[src/rtl/cellrv32_package.sv]
// Shared FPU definitions: exception flag indices, rounding-mode encodings
// and the single-precision exponent bias.
package cellrv32_package;

    localparam int fp_exc_nv_c = 4;
    localparam int fp_exc_dz_c = 3;
    localparam int fp_exc_of_c = 2;
    localparam int fp_exc_uf_c = 1;
    localparam int fp_exc_nx_c = 0;

    localparam logic [2:0] rm_rne_c = 3'b000;
    localparam logic [2:0] rm_rtz_c = 3'b001;
    localparam logic [2:0] rm_rdn_c = 3'b010;
    localparam logic [2:0] rm_rup_c = 3'b011;
    localparam logic [2:0] rm_rmm_c = 3'b100;

    localparam int fp_bias_c = 127;

endpackage

[src/rtl/cellrv32_cpu_cp_fpu32_i2f_if.sv]
// Start/done handshake and operand/result bus of the int-to-float converter.
interface cellrv32_cpu_cp_fpu32_i2f_if #(
    parameter int XLEN = 32
);
    logic            start_i;
    logic [2:0]      rmode_i;
    logic            funct_i;
    logic [XLEN-1:0] rs1_i;
    logic [XLEN-1:0] result_o;
    logic [4:0]      flags_o;
    logic            done_o;

    modport master (
        output start_i, rmode_i, funct_i, rs1_i,
        input  result_o, flags_o, done_o
    );

    modport slave (
        input  start_i, rmode_i, funct_i, rs1_i,
        output result_o, flags_o, done_o
    );
endinterface

[src/rtl/cellrv32_cpu_cp_fpu32_rnd_inc.sv]
// Round-up decision and 24-bit mantissa incrementer for a normalized
// magnitude whose hidden one has already been stripped off.
module cellrv32_cpu_cp_fpu32_rnd_inc
    import cellrv32_package::*;
(
    input  logic [2:0]  rmode_i,
    input  logic        sign_i,
    input  logic [30:0] frac_i,
    output logic [22:0] mant_o,
    output logic        carry_o,
    output logic        inexact_o
);
    logic [22:0] w_mant;
    logic        w_g;
    logic        w_r;
    logic        w_s;
    logic        w_inc;

    assign w_mant    = frac_i[30:8];
    assign w_g       = frac_i[7];
    assign w_r       = frac_i[6];
    assign w_s       = |frac_i[5:0];
    assign inexact_o = w_g | w_r | w_s;

    // NOTE: w_inc gets a default before the case so no path leaves it unassigned (no latch).
    always_comb begin
        w_inc = 1'b0;
        case (rmode_i)
            rm_rne_c: w_inc = w_g & (w_r | w_s | w_mant[0]);
            rm_rtz_c: w_inc = 1'b0;
            rm_rdn_c: w_inc = sign_i & inexact_o;
            rm_rup_c: w_inc = ~sign_i & inexact_o;
            rm_rmm_c: w_inc = w_g;
            default:  w_inc = 1'b0;
        endcase
    end

    // A carry out wraps the low 23 bits to zero, which is exactly the renormalized mantissa.
    assign {carry_o, mant_o} = {1'b0, w_mant} + {23'd0, w_inc};
endmodule

[src/rtl/cellrv32_cpu_cp_fpu32_i2f.sv]
// FCVT.S.W / FCVT.S.WU: 32-bit integer to binary32, normalized by a
// one-bit-per-cycle left shift, then rounded per the requested mode.
module cellrv32_cpu_cp_fpu32_i2f
    import cellrv32_package::*;
#(
    parameter int XLEN = 32
) (
    input  logic                         clk_i,
    input  logic                         rst_i,
    cellrv32_cpu_cp_fpu32_i2f_if.slave   bus
);
    typedef enum logic [2:0] {
        S_IDLE,
        S_PREPARE,
        S_NORMALIZE,
        S_ROUND,
        S_FINALIZE
    } state_t;

    typedef struct packed {
        logic       unsgn;
        logic [2:0] rmode;
        logic       sign;
        logic       zero;
        logic       nx;
    } ctrl_t;

    typedef struct packed {
        logic [XLEN-1:0] mag;
        logic [7:0]      exp;
        logic [22:0]     mant;
    } sreg_t;

    state_t          r_state;
    state_t          w_state_nxt;
    ctrl_t           r_ctrl;
    sreg_t           r_sreg;
    logic [XLEN-1:0] r_rs1;

    logic            w_sign;
    logic [XLEN-1:0] w_mag_abs;
    logic [22:0]     w_mant;
    logic            w_carry;
    logic            w_inexact;

    // Two's-complement negate wraps modulo 2^32, so 0x80000000 keeps its magnitude.
    assign w_sign    = ~r_ctrl.unsgn & r_rs1[XLEN-1];
    assign w_mag_abs = w_sign ? ('0 - r_rs1) : r_rs1;

    cellrv32_cpu_cp_fpu32_rnd_inc u_rnd_inc (
        .rmode_i   (r_ctrl.rmode),
        .sign_i    (r_ctrl.sign),
        .frac_i    (r_sreg.mag[30:0]),
        .mant_o    (w_mant),
        .carry_o   (w_carry),
        .inexact_o (w_inexact)
    );

    // NOTE: sequential state uses non-blocking assignments so every register samples pre-edge values.
    always_ff @(posedge clk_i or posedge rst_i) begin
        if (rst_i) r_state <= S_IDLE;
        else       r_state <= w_state_nxt;
    end

    always_comb begin
        w_state_nxt = r_state;
        case (r_state)
            S_IDLE:      if (bus.start_i) w_state_nxt = S_PREPARE;
            S_PREPARE:   w_state_nxt = (w_mag_abs == '0) ? S_FINALIZE : S_NORMALIZE;
            S_NORMALIZE: if (r_sreg.mag[XLEN-1]) w_state_nxt = S_ROUND;
            S_ROUND:     w_state_nxt = S_FINALIZE;
            S_FINALIZE:  w_state_nxt = S_IDLE;
            default:     w_state_nxt = S_IDLE;
        endcase
    end

    always_ff @(posedge clk_i or posedge rst_i) begin
        if (rst_i) begin
            r_ctrl       <= '0;
            r_sreg       <= '0;
            r_rs1        <= '0;
            bus.result_o <= '0;
            bus.flags_o  <= '0;
            bus.done_o   <= 1'b0;
        end else begin
            bus.done_o <= 1'b0;
            case (r_state)
                S_IDLE: begin
                    if (bus.start_i) begin
                        r_rs1        <= bus.rs1_i;
                        r_ctrl.unsgn <= bus.funct_i;
                        r_ctrl.rmode <= bus.rmode_i;
                    end
                end
                S_PREPARE: begin
                    r_ctrl.sign <= w_sign;
                    r_ctrl.zero <= (w_mag_abs == '0);
                    r_ctrl.nx   <= 1'b0;
                    r_sreg.mag  <= w_mag_abs;
                    r_sreg.exp  <= 8'(fp_bias_c + XLEN - 1);
                    r_sreg.mant <= '0;
                end
                S_NORMALIZE: begin
                    if (!r_sreg.mag[XLEN-1]) begin
                        r_sreg.mag <= r_sreg.mag << 1;
                        r_sreg.exp <= r_sreg.exp - 8'd1;
                    end
                end
                S_ROUND: begin
                    r_sreg.mant <= w_mant;
                    r_sreg.exp  <= r_sreg.exp + {7'd0, w_carry};
                    r_ctrl.nx   <= w_inexact;
                end
                S_FINALIZE: begin
                    bus.result_o              <= r_ctrl.zero ? '0 :
                                                 {r_ctrl.sign, r_sreg.exp, r_sreg.mant};
                    bus.flags_o               <= '0;
                    bus.flags_o[fp_exc_nx_c]  <= r_ctrl.nx;
                    bus.done_o                <= 1'b1;
                end
                default: ;
            endcase
        end
    end
endmodule

[src/flat_wrapper.sv]
// flat-port wrapper written by rule: the top's interface ports become plain ports
module cellrv32_cpu_cp_fpu32_i2f_flat import cellrv32_package::*;
#(
    parameter int XLEN = 32
)
  (clk_i, rst_i, bus_start_i, bus_rmode_i, bus_funct_i, bus_rs1_i, bus_result_o, bus_flags_o, bus_done_o);
  cellrv32_cpu_cp_fpu32_i2f_if #(.XLEN(XLEN)) bus_i ();
  input  logic clk_i;
  input  logic rst_i;
  input wire logic [$bits(bus_i.start_i)-1:0] bus_start_i;
  input wire logic [$bits(bus_i.rmode_i)-1:0] bus_rmode_i;
  input wire logic [$bits(bus_i.funct_i)-1:0] bus_funct_i;
  input wire logic [$bits(bus_i.rs1_i)-1:0] bus_rs1_i;
  output wire logic [$bits(bus_i.result_o)-1:0] bus_result_o;
  output wire logic [$bits(bus_i.flags_o)-1:0] bus_flags_o;
  output wire logic [$bits(bus_i.done_o)-1:0] bus_done_o;
  assign bus_i.start_i = bus_start_i;
  assign bus_i.rmode_i = bus_rmode_i;
  assign bus_i.funct_i = bus_funct_i;
  assign bus_i.rs1_i = bus_rs1_i;
  assign bus_result_o = bus_i.result_o;
  assign bus_flags_o = bus_i.flags_o;
  assign bus_done_o = bus_i.done_o;
  cellrv32_cpu_cp_fpu32_i2f #(.XLEN(XLEN)) u_core (.clk_i(clk_i), .rst_i(rst_i), .bus(bus_i));
endmodule
[config.mk]
export PLATFORM = sky130hd
export DESIGN_NAME = cellrv32_cpu_cp_fpu32_i2f_flat
export DESIGN_NICKNAME = d
export VERILOG_FILES = /design/src/rtl/cellrv32_package.sv /design/src/rtl/cellrv32_cpu_cp_fpu32_i2f_if.sv /design/src/rtl/cellrv32_cpu_cp_fpu32_rnd_inc.sv /design/src/rtl/cellrv32_cpu_cp_fpu32_i2f.sv /design/src/flat_wrapper.sv
export SDC_FILE = /design/constraint.sdc
export NUM_CORES = 1
export LEC_CHECK = 0
export ABC_CLOCK_PERIOD_IN_PS = 6100
export BUFFER_PORTS_ARGS = -buffer_cell sky130_fd_sc_hd__buf_2
export CAP_MARGIN = 20
export CORE_MARGIN = 2
export CORE_UTILIZATION = 40
export DETAILED_ROUTE_END_ITERATION = 10
export GPL_TIMING_DRIVEN = 0
export SLEW_MARGIN = 0
export SYNTH_ARGS = -nofsm -noshare
export SYNTH_HDL_FRONTEND = slang
export SYNTH_SLANG_ARGS = --single-unit
[constraint.sdc]
create_clock -name clk_i -period 6.1 [get_ports clk_i]
set_input_delay 1.525 -clock clk_i [delete_from_list [all_inputs] [get_ports clk_i]]
set_output_delay 1.525 -clock clk_i [all_outputs]
set_load 0.01 [all_outputs]
==> flow_metrics.py <==
metrics = {
    "routing": {
        "wl_met2_um": 8200,
        "ant_nets": 0,
        "drt-initial-drc-count": 330,
        "wl_per_cell_um": 15.9,
        "vias": 5880,
        "drt-pass1-iter-count": 4,
        "wl_met3_um": 630,
        "avgViaCountPerCell": 5.29,
        "totalWireLength_um": 17700,
        "wl_met1_um": 8620,
        "post-route-drc-count": 0,
        "highest_layer": "met4",
    },
    "final_layout": {
        "n_antenna_cell": 0,
        "area_growth_pct": 16.9,
        "drive_gt1_share_pct": 19.4,
        "fin_nets": 916,
        "design_area_um2": 8670,
        "fillCellCount": 1761,
    },
    "cts": {
        "clockRootBuffer": "clkbuf_16",
        "clock_latency_ps": 430,
        "clock_path_buffers": 2,
        "cts_buffers": 17,
        "cts_tree": "built",
        "cts_resized": 0,
        "cts_hold_buf": 0,
        "htreeDepth": 4,
        "postCtsSetupBuffers": 0,
        "clk_pin_slew_ps": 60,
        "cts_sinks": 139,
    },
    "floorplan": {
        "core-area_um2": 18100,
        "start_util_pct": 41.0,
        "die_w_um": 140,
        "die_area_um2": 19700,
        "rows": 49,
        "io_pins": 77,
        "dieHeight_um": 140,
    },
    "critical_path": {
        "r2r_setup_slack_ps": 1950,
        "crit_required_ps": 6410,
        "critPathLaunchType": "flop",
        "path_max_fanout": 4,
        "timing_worst_setup_path_type": "flop to flop",
        "endpoint_kind": "flop",
        "arrival_ps": 4460,
    },
    "synth": {
        "synth_area_um2": 7420,
        "ys_top_cells_by_count": "dfrtp_1, o21ai_0, nand2_1",
        "yosysWarnings": 0,
        "synth_edf_count": 0,
        "ys_seq_elements": 139,
        "netlist_instances": 775,
        "synth.area.top_cells": "dfrtp_1, o21ai_0, mux2_2, nand2_1, xnor2_1",
        "synth_top_area_share_pct": 46.9,
        "synthArstFlopShare_pct": 100,
        "ys_seq_area_share_pct": 46.9,
        "ys_types": 64,
        "netlist.top_cell.by_area": "dfrtp_1",
        "synth_flop_cell": "dfrtp_1",
        "synthMostInstantiatedCell": "dfrtp_1",
        "avgSynthCellArea_um2": 9.57,
    },
    "pwr": {
        "power.leakage_nw": 3.67,
        "ir_drop_uv": 272,
        "powerDensity_nw_per_um2": 541,
        "power.total_mw": 4.69,
    },
    "placement": {
        "hpwl_um": 13100,
        "placed_area_um2": 8110,
        "portBuffers": 72,
        "place_congestion": 0.863,
    },
    "grt": {
        "grt_pass1_wl_um": 29500,
        "grt_max_degree": 87,
        "antenna_found_initial": 0,
        "grt_overflow": 0,
        "track_usage_pct": 18.8,
        "grt_pass1_vias": 5711,
    },
    "sta": {
        "tightest_slew_ps": 802,
        "rsz0062_at_grt": "false",
        "final-hold-violation-count": 0,
        "max_slew_margin_pct": 46.6,
        "hold_slack_ps": 470,
        "timing.clock.skew_ps": 14.6,
        "fmax_ghz": 0.241,
        "setup_tns_ps": 0,
        "period_share_pct": 68.1,
        "setup_viol": 0,
        "drv_slew": 0,
        "finalCriticalPeriod_ps": 4150,
    },
    "hold_path": {
        "hp-class": "flop to flop",
    },
    "outcome": {
        "status": "complete, no violations",
    },
    "flow_run": {
        "cap_violations": 0,
    },
}
[cells in the final DEF, fill, tap and decap left out, types with 28 or more instances in the layout]
master,count
a22oi_1,31
buf_2,74
clkbuf_1,39
dfrtp_1,139
mux2_2,36
nand2_1,94
nand2b_1,37
nor2_1,41
o21ai_0,101
xnor2_1,28
[worst paths after layout]
check                                  startpoint                     end  cells past startpoint
min                        u_core.bus.result_o[9]  u_core.bus.result_o[9]                      2
min reg2reg                u_core.bus.result_o[9]  u_core.bus.result_o[9]                      2
min in group asynchronous                   rst_i         u_core.r_rs1[1]                      2
max                             u_core.r_sreg[37]       u_core.r_sreg[30]                     22
max in group asynchronous                   rst_i       u_core.r_sreg[62]                      3
max reg2reg                     u_core.r_sreg[37]       u_core.r_sreg[30]                     22
[report_power, final]
part	leakage (nW)	internal (mW)	total, mW	switching (mW)
logic	1.65	0.830	1.96	1.13
registers	1.77	1.35	1.74	0.399
clock network	0.254	0.572	0.985	0.413
[per-layer routing]
| metal | track usage (%) | vias to the layer above |
|---|---|---|
| met1 | 26.0 | 2796 |
| met4 | 5.74 | 0 |
| met5 | 0 | - |
| li1 | - | 2949 |
| met3 | 4.03 | 15 |
| met2 | 29.7 | 120 |
[logic make-up (layout without fill, tap and decap cells)]
logic type	Yosys count	after routing	share of synthesized area, %
compound gates	196	196	15.8
xor+xnor	52	52	6.14
fa+ha+maj	7	7	1.18
buf+inv	65	169	4.55
flops	139	139	46.9
mux	38	38	5.73
other cells	1	4	0.0505
simple gates	277	277	19.7
[per-stage QoR]
| step | instances | worst slack (ps) | utilization [%] |
|---|---|---|---|
| floorplan | 778 | 850 | - |
| finish | 1111 | 1950 | 47.9 |
| global route | 1111 | 1560 | 47.9 |
| detailed placement | 1080 | 1940 | 44.8 |
| global placement | 1079 | -804 | 44.7 |
| CTS | 1111 | 1920 | 47.9 |
[cell type report]
| class | instances | area (um2) | share of cell area [%] |
|---|---|---|---|
| Inverter | 8 | 35.0 | 0.404 |
| Tap cell | 229 | 287 | 3.30 |
| Timing Repair Buffer | 73 | 388 | 4.47 |
| Sequential cell | 139 | 3480 | 40.1 |
| Clock buffer | 19 | 443 | 5.11 |
| Multi-Input combinational cell | 574 | 3610 | 41.7 |
| Buffer | 57 | 308 | 3.55 |
| Clock inverter | 12 | 119 | 1.37 |
[registers in the layout, summed over array words and instances, names as in the netlist]
| signal | cells |
|---|---|
| u_core.r_state | 3 |
| u_core.r_ctrl | 7 |
| u_core.r_sreg | 63 |
| u_core.bus.done_o | 1 |
| u_core.r_rs1 | 32 |
| u_core.bus.flags_o | 1 |
| u_core.bus.result_o | 32 |
[critical path, stage by stage (launching register included)]
cell	delay (ps)
dfrtp_1	390
nor3_1	70
nand2_1	80
nor2_1	70
nor3b_1	250
a21oi_1	110
o2bb2ai_1	170
ha_1	200
and3_1	190
and3_1	220
and3_1	270
nand3_1	170
nor2_1	220
and3_1	250
ha_1	150
and3_1	200
nand3_1	130
or2_2	340
xnor2_1	120
a21oi_1	200
a21oi_1	90
nor2_1	90
a21oi_1	50
Power figures use the tool's default switching activity.
